`src/rtl/mod_n_divider_pkg.sv`:
```
// -----------------------------------------------------------------------------
// mod_n_divider_pkg
// Shared constants for the mod-N divider and its 4-bit counter slices.
//   CNT_W    : full count width
//   SLICE_W  : width of one ctr4_slice
//   RST_CNT  : count value forced while RESET_L is low
//   slice_rst: reset value of one slice, taken from RST_CNT
// -----------------------------------------------------------------------------
package mod_n_divider_pkg;

    localparam int CNT_W   = 8;
    localparam int SLICE_W = 4;
    localparam int N_SLICE = CNT_W / SLICE_W;

    localparam logic [CNT_W-1:0] RST_CNT = 8'h00;

    function automatic logic [SLICE_W-1:0] slice_rst(input int idx);
        return RST_CNT[idx*SLICE_W +: SLICE_W];
    endfunction

endpackage

```
`src/rtl/mod_n_divider_ctr4_slice.sv`:
```
// -----------------------------------------------------------------------------
// ctr4_slice
// 4-bit synchronous counter slice, cascadable through rco.
// Per-edge priority: clear, then load, then count (enp & ent), else hold.
//   clk    : clock, rising edge
//   rst_n  : asynchronous active-low reset, q -> RST_VAL
//   clr_l  : synchronous clear, active low
//   ld_l   : synchronous parallel load, active low
//   d      : load value
//   enp    : count enable (not propagated to rco)
//   ent    : count enable, also gates rco
//   q      : registered count
//   rco    : combinational carry, ent & (q == all ones)
// -----------------------------------------------------------------------------
module ctr4_slice
    import mod_n_divider_pkg::*;
#(
    parameter logic [SLICE_W-1:0] RST_VAL = '0
) (
    input  logic               clk,
    input  logic               rst_n,
    input  logic               clr_l,
    input  logic               ld_l,
    input  logic [SLICE_W-1:0] d,
    input  logic               enp,
    input  logic               ent,
    output logic [SLICE_W-1:0] q,
    output logic               rco
);

    localparam logic [SLICE_W-1:0] ONE = {{(SLICE_W-1){1'b0}}, 1'b1};

    logic [SLICE_W-1:0] q_q;
    logic [SLICE_W-1:0] q_d;

    always_comb begin
        q_d = q_q;
        if (!clr_l) begin
            q_d = '0;
        end else if (!ld_l) begin
            q_d = d;
        end else if (enp && ent) begin
            q_d = q_q + ONE;
        end
    end

    always_ff @(posedge clk or negedge rst_n) begin
        if (!rst_n) begin
            q_q <= RST_VAL;
        end else begin
            q_q <= q_d;
        end
    end

    assign q   = q_q;
    assign rco = ent & (&q_q);

endmodule

```
`src/rtl/mod_n_divider.sv`:
```
// -----------------------------------------------------------------------------
// mod_n_divider
// Programmable modulo-(MODN+1) counter built from two ctr4_slice instances,
// with a registered terminal-count pulse and an optional divided square wave.
//
// Build option:
//   MOD_N_DIVIDER_DIVOUT_EN : when defined, DIVOUT is a flop that toggles at
//                             every wrap edge; otherwise DIVOUT is tied to 0.
//
// Ports:
//   CLK     : clock, rising edge
//   RESET_L : asynchronous active-low reset (Q=0, TC=0, DIVOUT=0)
//   CLR_L   : synchronous clear, active low (highest priority)
//   LD_L    : synchronous parallel load of D, active low
//   D       : parallel load value
//   ENP,ENT : count enables, both high to count
//   MODN    : terminal count, the counter runs 0..MODN
//   Q       : registered count
//   RCO     : combinational cascade carry, ENT & (Q == 8'hFF)
//   TC      : registered one-cycle pulse following each wrap edge
//   DIVOUT  : registered divided square wave, period 2*(MODN+1)
// -----------------------------------------------------------------------------
module mod_n_divider
    import mod_n_divider_pkg::*;
(
    input  logic             CLK,
    input  logic             RESET_L,
    input  logic             CLR_L,
    input  logic             LD_L,
    input  logic [CNT_W-1:0] D,
    input  logic             ENP,
    input  logic             ENT,
    input  logic [CNT_W-1:0] MODN,
    output logic [CNT_W-1:0] Q,
    output logic             RCO,
    output logic             TC,
    output logic             DIVOUT
);

    logic [SLICE_W-1:0] lo_q;
    logic [SLICE_W-1:0] hi_q;
    logic               lo_rco;
    logic               hi_rco;
    logic [CNT_W-1:0]   cnt;

    logic count_en;
    logic wrap;
    logic slice_clr_l;

    logic tc_q;
    logic tc_d;

    assign cnt = {hi_q, lo_q};

    // A wrap is an ordinary counting edge that lands on MODN; it is turned
    // into a synchronous clear of both slices. Clear and load take priority,
    // so they never count as a wrap. Counting past 8'hFF with MODN != 8'hFF
    // rolls over naturally inside the slices and is not a wrap.
    always_comb begin
        count_en    = CLR_L & LD_L & ENP & ENT;
        wrap        = count_en & (cnt == MODN);
        slice_clr_l = CLR_L & ~wrap;
    end

    ctr4_slice #(
        .RST_VAL (slice_rst(0))
    ) u_slice_lo (
        .clk   (CLK),
        .rst_n (RESET_L),
        .clr_l (slice_clr_l),
        .ld_l  (LD_L),
        .d     (D[SLICE_W-1:0]),
        .enp   (ENP),
        .ent   (ENT),
        .q     (lo_q),
        .rco   (lo_rco)
    );

    // The high slice only advances when the low slice carries.
    ctr4_slice #(
        .RST_VAL (slice_rst(1))
    ) u_slice_hi (
        .clk   (CLK),
        .rst_n (RESET_L),
        .clr_l (slice_clr_l),
        .ld_l  (LD_L),
        .d     (D[CNT_W-1:SLICE_W]),
        .enp   (ENP),
        .ent   (lo_rco),
        .q     (hi_q),
        .rco   (hi_rco)
    );

    // hi_rco already equals ENT & (low nibble all ones) & (high nibble all ones).
    assign RCO = hi_rco;
    assign Q   = cnt;

    always_comb begin
        tc_d = wrap;
    end

    always_ff @(posedge CLK or negedge RESET_L) begin
        if (!RESET_L) begin
            tc_q <= 1'b0;
        end else begin
            tc_q <= tc_d;
        end
    end

    assign TC = tc_q;

`ifdef MOD_N_DIVIDER_DIVOUT_EN
    logic divout_q;
    logic divout_d;

    always_comb begin
        divout_d = divout_q ^ wrap;
    end

    always_ff @(posedge CLK or negedge RESET_L) begin
        if (!RESET_L) begin
            divout_q <= 1'b0;
        end else begin
            divout_q <= divout_d;
        end
    end

    assign DIVOUT = divout_q;
`else
    assign DIVOUT = 1'b0;
`endif

endmodule

```
`config.mk`:
```
export PLATFORM = sky130hd
export DESIGN_NAME = mod_n_divider
export DESIGN_NICKNAME = d
export VERILOG_FILES = /design/src/rtl/mod_n_divider_pkg.sv /design/src/rtl/mod_n_divider_ctr4_slice.sv /design/src/rtl/mod_n_divider.sv
export SDC_FILE = /design/constraint.sdc
export NUM_CORES = 1
export LEC_CHECK = 0
export ABC_AREA = 1
export ABC_CLOCK_PERIOD_IN_PS = 1600
export BUFFER_PORTS_ARGS = -buffer_cell sky130_fd_sc_hd__buf_2
export CORE_AREA = 2 2 48 50
export CTS_CLUSTER_SIZE = 24
export DETAILED_ROUTE_END_ITERATION = 8
export DIE_AREA = 0 0 50 52
export PLACE_DENSITY = 0.71
export SYNTH_ARGS = -nofsm -noshare
export SYNTH_HDL_FRONTEND = slang
export SYNTH_HIERARCHICAL = 1
export SYNTH_SLANG_ARGS = --single-unit
```
`constraint.sdc`:
```
create_clock -name CLK -period 1.6 [get_ports CLK]
set_input_delay 0.16 -clock CLK [delete_from_list [all_inputs] [get_ports CLK]]
set_output_delay 0.16 -clock CLK [all_outputs]
set_load 0.005 [all_outputs]
```
==> results of run 1 <==
==> per-stage QoR <==
stage          total power [mW]  TNS, ns  area (µm²)
2_1_floorplan             0.398        0         836
3_3_place_gp              0.490        0        1060
3_5_place_dp              0.498        0        1060
4_1_cts                   0.671        0        1100
5_1_grt                   0.743  -0.0990        1160
6_report                  0.686        0        1160
==> flip-flops by register name, indices dropped and copies added (netlist names) <==
register / count
u_slice_lo/q: 4
u_slice_hi/q: 4
TC: 1
==> where the power goes <==
group,internal [mW],total (mW),switching [mW]
sequential,0.246,0.265,0.0191
clock,0.0954,0.165,0.0691
combinational,0.115,0.256,0.141
==> worst max-delay path: stages, from the launching register on <==
cell,delay [ns]
dfrtp_2,0.47
nand2_1,0.12
nand2_2,0.06
nor2_1,0.09
nand2_1,0.07
nor2_2,0.13
nor2_4,0.07
nand2_1,0.05
inv_1,0.04
nand2_2,0.07
inv_2,0.06
nand2_1,0.06
o21ai_0,0.08
==> synthesized netlist by cell type <==
| library cell | count |
|---|---|
| nand3b_1 | 1 |
| nor2_2 | 3 |
| nand3_1 | 7 |
| o21ai_1 | 2 |
| ha_1 | 2 |
| buf_6 | 2 |
| nand2_1 | 55 |
| inv_1 | 24 |
| nand2_4 | 2 |
| a21oi_1 | 1 |
| o21ai_0 | 7 |
| nand2_2 | 2 |
| conb_1 | 1 |
| nand4_1 | 2 |
| nor2_4 | 1 |
| nor2_1 | 18 |
| buf_4 | 1 |
| xor2_1 | 2 |
| dfrtp_1 | 9 |
==> path summary, 6_finish.rpt <==
kind                            cells past startpoint         endpoint       startpoint
worst max-delay path                               12  u_slice_hi/q[0]  u_slice_lo/q[1]
worst min-delay path                                3  u_slice_lo/q[0]             D[0]
worst max register to register                     12  u_slice_hi/q[0]  u_slice_lo/q[1]
worst min register to register                      3               TC  u_slice_lo/q[2]
max in group asynchronous                           2  u_slice_lo/q[1]          RESET_L
min in group asynchronous                           2               TC          RESET_L
==> cells by family after synthesis <==
kind of cell               synth area share
AOI/OAI and AO/OA                    0.0599
adders and majority gates            0.0299
other                               0.00449
and+or+nand+nor                       0.472
xor gates and xnor gates             0.0210
DFF                                   0.269
buffers and inverters                 0.144
==> cell type report <==
type                    count  area [µm²]  share of cell area
multi-input cells         106         536               0.460
repair buffers             43         251               0.216
flip-flops and latches      9         226               0.194
inverters                  24        90.1              0.0773
well taps                  28        35.0              0.0301
clock buffers               4        26.3              0.0226
==> metal layers <==
metal  vias to the layer above  wire (µm)  track usage
met5                         -          0            0
met4                         0         27       0.0972
met3                         2         96            0
met2                        37       1130        0.296
met1                       437        935        0.208
li1                        509          -            -
==> what timing repair did <==
action / 4_1_cts / 5_1_grt
gates resized for setup: 1 / 16
hold buffers: 1 / 0
setup endpoints to repair: 1 / 9
setup buffers: 0 / 2
pin swaps: 0 / 5
endpoints found under the hold margin: 9 / 0
==> reports/metrics.cfg, run 1 <==
[drt]
dr.pass1.iters = 4
drc = 0
viasPerCell = 4.60
drtAntennaViolNets = 0
num_vias = 985
wl_per_cell_um = 10.2
drt_iter0_drc = 22
totalWireLength_mm = 2.19

[final_layout]
drive_gt1_frac = 0.360
layout_common_cells = nand2_1 (51), buf_2 (31), inv_1 (21)
fin_util = 0.553
final_nets = 211
num_antenna_cells = 0
instances_no_fill = 214
area_growth_pct = 39.4
fillers = 216
layout_commonest_cell = nand2_1

[critical_path]
reg2reg_slack_ns = 0.1
arrival_ns = 1.63
required_ns = 1.72
cp-start-kind = register
critPathMaxFanout = 6
end_kind = register
crit_type = register to register

[sta]
whs_ns = 0.199
final_max_slew_viol_count = 0
setup_viol = 0
period_share = 0.939
period_minus_slack_ns = 1.50
fin_ws_ns = 0.0973
skew_ns = 0.000779
clock.fmax_mhz = 665
hold_violations = 0
rsz0062_at_grt = true

[clock_tree]
clk_pin_slew_ns = 0.06
cts_buffers = 3
worstSkewPairLatency_ns = 0.25
cts_tree = yes
cts-root-buf = clkbuf_4
cts_buffer_depth = 2
h-tree-depth = 1
cts.sinks = 9

[pwr]
static-leakage-power_nw = 0.675
ir_drop_mv = 0.254
p_per_area_mw_per_mm2 = 589

[logic_synthesis]
synth_top_area_frac = 0.269
ys_ff_latch = 9
syn_nets = 166
syn_avg_cell_area_um2 = 5.89
yosysSeqAreaShare = 0.269
synthCells = 142
synth.area.top_cells = dfrtp_1 (27%), nand2_1 (25%), inv_1 (11%)
ys_types = 19
yosysTopAreaCell = dfrtp_1
synth.cell_area_um2 = 836
ys_warn_count = 6

[grt]
antenna_found_initial = 0
grt_pass1_vias = 807
grt_max_degree = 19
grt-ovfl-total = 0
grt_pass1_wl_mm = 3.32
grt_usage = 0.168

[die]
initial_core_util = 0.397
row_count = 17
ioPinCount = 33
coreArea_mm2 = 0.00211
die_x_um = 50
die_area_mm2 = 0.00260
die_y_um = 52

[placed_design]
port_buffers = 31
globalplace.congestion = 0.836
placed_cells = 207
dp_hpwl_mm = 1.65
place_ws_ns = 0.0465

[outcome]
status = finished, final reports clean

[flow_run]
drv_cap = 0

[min_path]
holdCritPathClass = primary input to register

(Power assumes the default switching activity.)
==> run 2, diff against run 1 <==
- ABC_AREA: 1 -> default
- CORE_AREA: 2 2 48 50 -> 2 2 43 45
- DIE_AREA: 0 0 50 52 -> 0 0 45 47
- PLACE_DENSITY: 0.71 -> 0.7
==> reports/metrics.cfg, run 2 <==
[grt]
grt_pass1_vias = 619  ; was 807
grt_pass1_wl_mm = 2.62  ; was 3.32 mm
antenna_found_initial = 0  ; unchanged
grt_usage = 0.175  ; was 0.168
grt-ovfl-total = 0  ; unchanged
grt_max_degree = 17  ; was 19

[pwr]
static-leakage-power_nw = 0.441  ; was 0.675 nW
p_clk_frac = 0.306  ; was 0.240
p_int_uw = 428  ; was 457 µW
ir_drop_mv = 0.219  ; was 0.254 mV
p_sw_frac = 0.298  ; was 0.335
p_per_area_mw_per_mm2 = 679  ; was 589 mW/mm²
switchingPower_uw = 182  ; was 230 µW
combinationalPowerShare = 0.274  ; was 0.374
power_uw = 610  ; was 686 µW
p_seq_frac = 0.420  ; was 0.386

[logic_synthesis]
yosys-top-cells-count = dfrtp_1 (9), nand3_1 (7), xnor2_1 (7), o21ai_0 (6), xor2_1 (5)  ; was nand2_1 (55), inv_1 (24), nor2_1 (18), dfrtp_1 (9)
synth.most_common_cell = dfrtp_1  ; was nand2_1
synthCells = 64  ; was 142
ys_ff_latch = 9  ; unchanged
synth_top_area_frac = 0.381  ; was 0.269
synth.area.top_cells = dfrtp_1 (38%), xnor2_1 (10%), xor2_1 (7.4%)  ; was dfrtp_1 (27%), nand2_1 (25%), inv_1 (11%)
synth.cell_area_um2 = 592  ; was 836 µm²
synth_edf_count = 0  ; unchanged
yosysSeqAreaShare = 0.381  ; was 0.269
synth_ff_type = dfrtp_1  ; unchanged
ys_types = 21  ; was 19
syn_avg_cell_area_um2 = 9.25  ; was 5.89 µm²
ys_warn_count = 6  ; unchanged
syn_nets = 88  ; was 166
yosysTopAreaCell = dfrtp_1  ; unchanged
synth-async-reset-ratio = 1.00  ; unchanged

[final_layout]
drive_gt1_frac = 0.486  ; was 0.360
fillers = 154  ; was 216
area_growth_pct = 51.8  ; was 39.4%
layout_common_cells = buf_2 (31), buf_4 (10), dfrtp_1 (7), nand3_1 (7), xor2_1 (5)  ; was nand2_1 (51), buf_2 (31), inv_1 (21)
final_nets = 134  ; was 211
fin_util = 0.544  ; was 0.553
instances_no_fill = 126  ; was 214
fin_area_um2 = 898  ; was 0.00116 mm²
num_antenna_cells = 0  ; unchanged
layout_commonest_cell = buf_2  ; was nand2_1

[sta]
skew_ns = 0.00160  ; was 0.000779 ns
period_share = 0.969  ; was 0.939
final_max_slew_viol_count = 0  ; unchanged
tns_ns = 0  ; unchanged
hold_violations = 0  ; unchanged
whs_ns = 0.149  ; was 0.199 ns
setup_viol = 0  ; unchanged
clock.fmax_mhz = 645  ; was 665 MHz
fin_ws_ns = 0.0504  ; was 0.0973 ns
period_minus_slack_ns = 1.55  ; was 1.50 ns

[drt]
drtAntennaViolNets = 0  ; unchanged
drc = 0  ; unchanged
dr.pass1.iters = 4  ; unchanged
totalWireLength_mm = 1.75  ; was 2.19 mm
viasPerCell = 5.46  ; was 4.60
drt_iter0_drc = 18  ; was 22
wl_per_cell_um = 13.9  ; was 10.2 µm
num_vias = 688  ; was 985

[min_path]
holdCritPathClass = primary input to register  ; unchanged

[clock_tree]
cts.sinks = 9  ; unchanged
cts_buffer_depth = 2  ; unchanged
worstSkewPairLatency_ns = 0.27  ; was 0.25 ns
cts-root-buf = clkbuf_4  ; unchanged
h-tree-depth = 1  ; unchanged
cts_tree = yes  ; unchanged
clk_pin_slew_ns = 0.06  ; about the same
cts_buffers = 3  ; unchanged

[outcome]
status = finished, final reports clean  ; unchanged

[flow_run]
drv_cap = 0  ; unchanged

[die]
die_area_mm2 = 0.00212  ; was 0.00260 mm²
row_count = 15  ; was 17
ioPinCount = 33  ; unchanged
die_x_um = 45  ; was 50 µm
die_y_um = 47  ; was 52 µm
coreArea_mm2 = 0.00165  ; was 0.00211 mm²
initial_core_util = 0.358  ; was 0.397

[placed_design]
placed_cells = 115  ; was 207
dp_hpwl_mm = 1.27  ; was 1.65 mm
place_area_um2 = 791  ; was 0.00106 mm²
globalplace.congestion = 0.802  ; was 0.836
place_ws_ns = 0.0420  ; was 0.0465 ns
port_buffers = 31  ; unchanged

[critical_path]
critPathMaxFanout = 6  ; unchanged
cp-start-kind = register  ; unchanged
crit_type = register to register  ; unchanged
required_ns = 1.75  ; was 1.72 ns
end_kind = register  ; unchanged
arrival_ns = 1.70  ; was 1.63 ns

==> run 2: power by group through the flow <==
stage	registers (mW)	logic, mW	clock network [mW]
after floorplan	0.265	0.0563	0
after global placement	0.262	0.133	0
after detailed placement	0.264	0.133	0
after CTS	0.256	0.152	0.190
after global routing	0.258	0.184	0.200
final	0.256	0.167	0.187
==> run 2: worst paths after layout <==
| check | from | to | slack (ns) | depth (start not counted) |
|---|---|---|---|---|
| setup / recovery | u_slice_lo/q[0] | u_slice_lo/q[2] | 0.05 | 6 |
| hold / removal | D[0] | u_slice_lo/q[0] | 0.15 | 3 |
| setup reg to reg | u_slice_lo/q[0] | u_slice_lo/q[2] | 0.05 | 6 |
| hold reg to reg | u_slice_hi/q[3] | u_slice_hi/q[3] | 0.64 | 2 |
| max in group asynchronous | RESET_L | u_slice_lo/q[0] | 1.13 | 2 |
| min in group asynchronous | RESET_L | u_slice_hi/q[1] | 0.27 | 2 |
==> run 2: per-layer routing <==
layer / share of wire / global-route usage / wire length [µm]
met1: 0.42 / 0.214 / 738
met2: 0.47 / 0.283 / 830
met3: 0.082 / 0.0269 / 143
met4: 0.023 / 0.124 / 40
met5: 0 / 0 / 0
==> run 2: final cells by class <==
| class | count | area (µm²) | share of cell area |
|---|---|---|---|
| Clock buffer | 4 | 26.3 | 0.0292 |
| Tap cell | 17 | 21.3 | 0.0237 |
| Sequential cell | 9 | 228 | 0.253 |
| Multi-Input combinational cell | 52 | 375 | 0.418 |
| Timing Repair Buffer | 42 | 240 | 0.267 |
| Inverter | 2 | 7.51 | 0.00836 |
==> run 2: repair_timing <==
action,in CTS,in global routing
setup endpoints to repair,1,8
gates resized for setup,1,7
hold buffers,1,0
hold endpoints to repair,9,0
setup buffers,4,2
==> run 2: logic make-up after synthesis <==
family          count (synthesis)  synth area share
fa+ha+maj                       2            0.0423
other cells                     1           0.00634
flops                           9             0.381
buf+inv                         3            0.0254
compound gates                 15             0.163
simple gates                   22             0.205
xor+xnor                       12             0.178
==> run 2: worst max-delay path: stages (launching register included) <==
cell and delay [ns]:
dfrtp_2 0.41, buf_4 0.15, xnor2_2 0.12, nand4_1 0.13, o41a_1 0.43, o21ai_0 0.14
a21oi_1 0.06
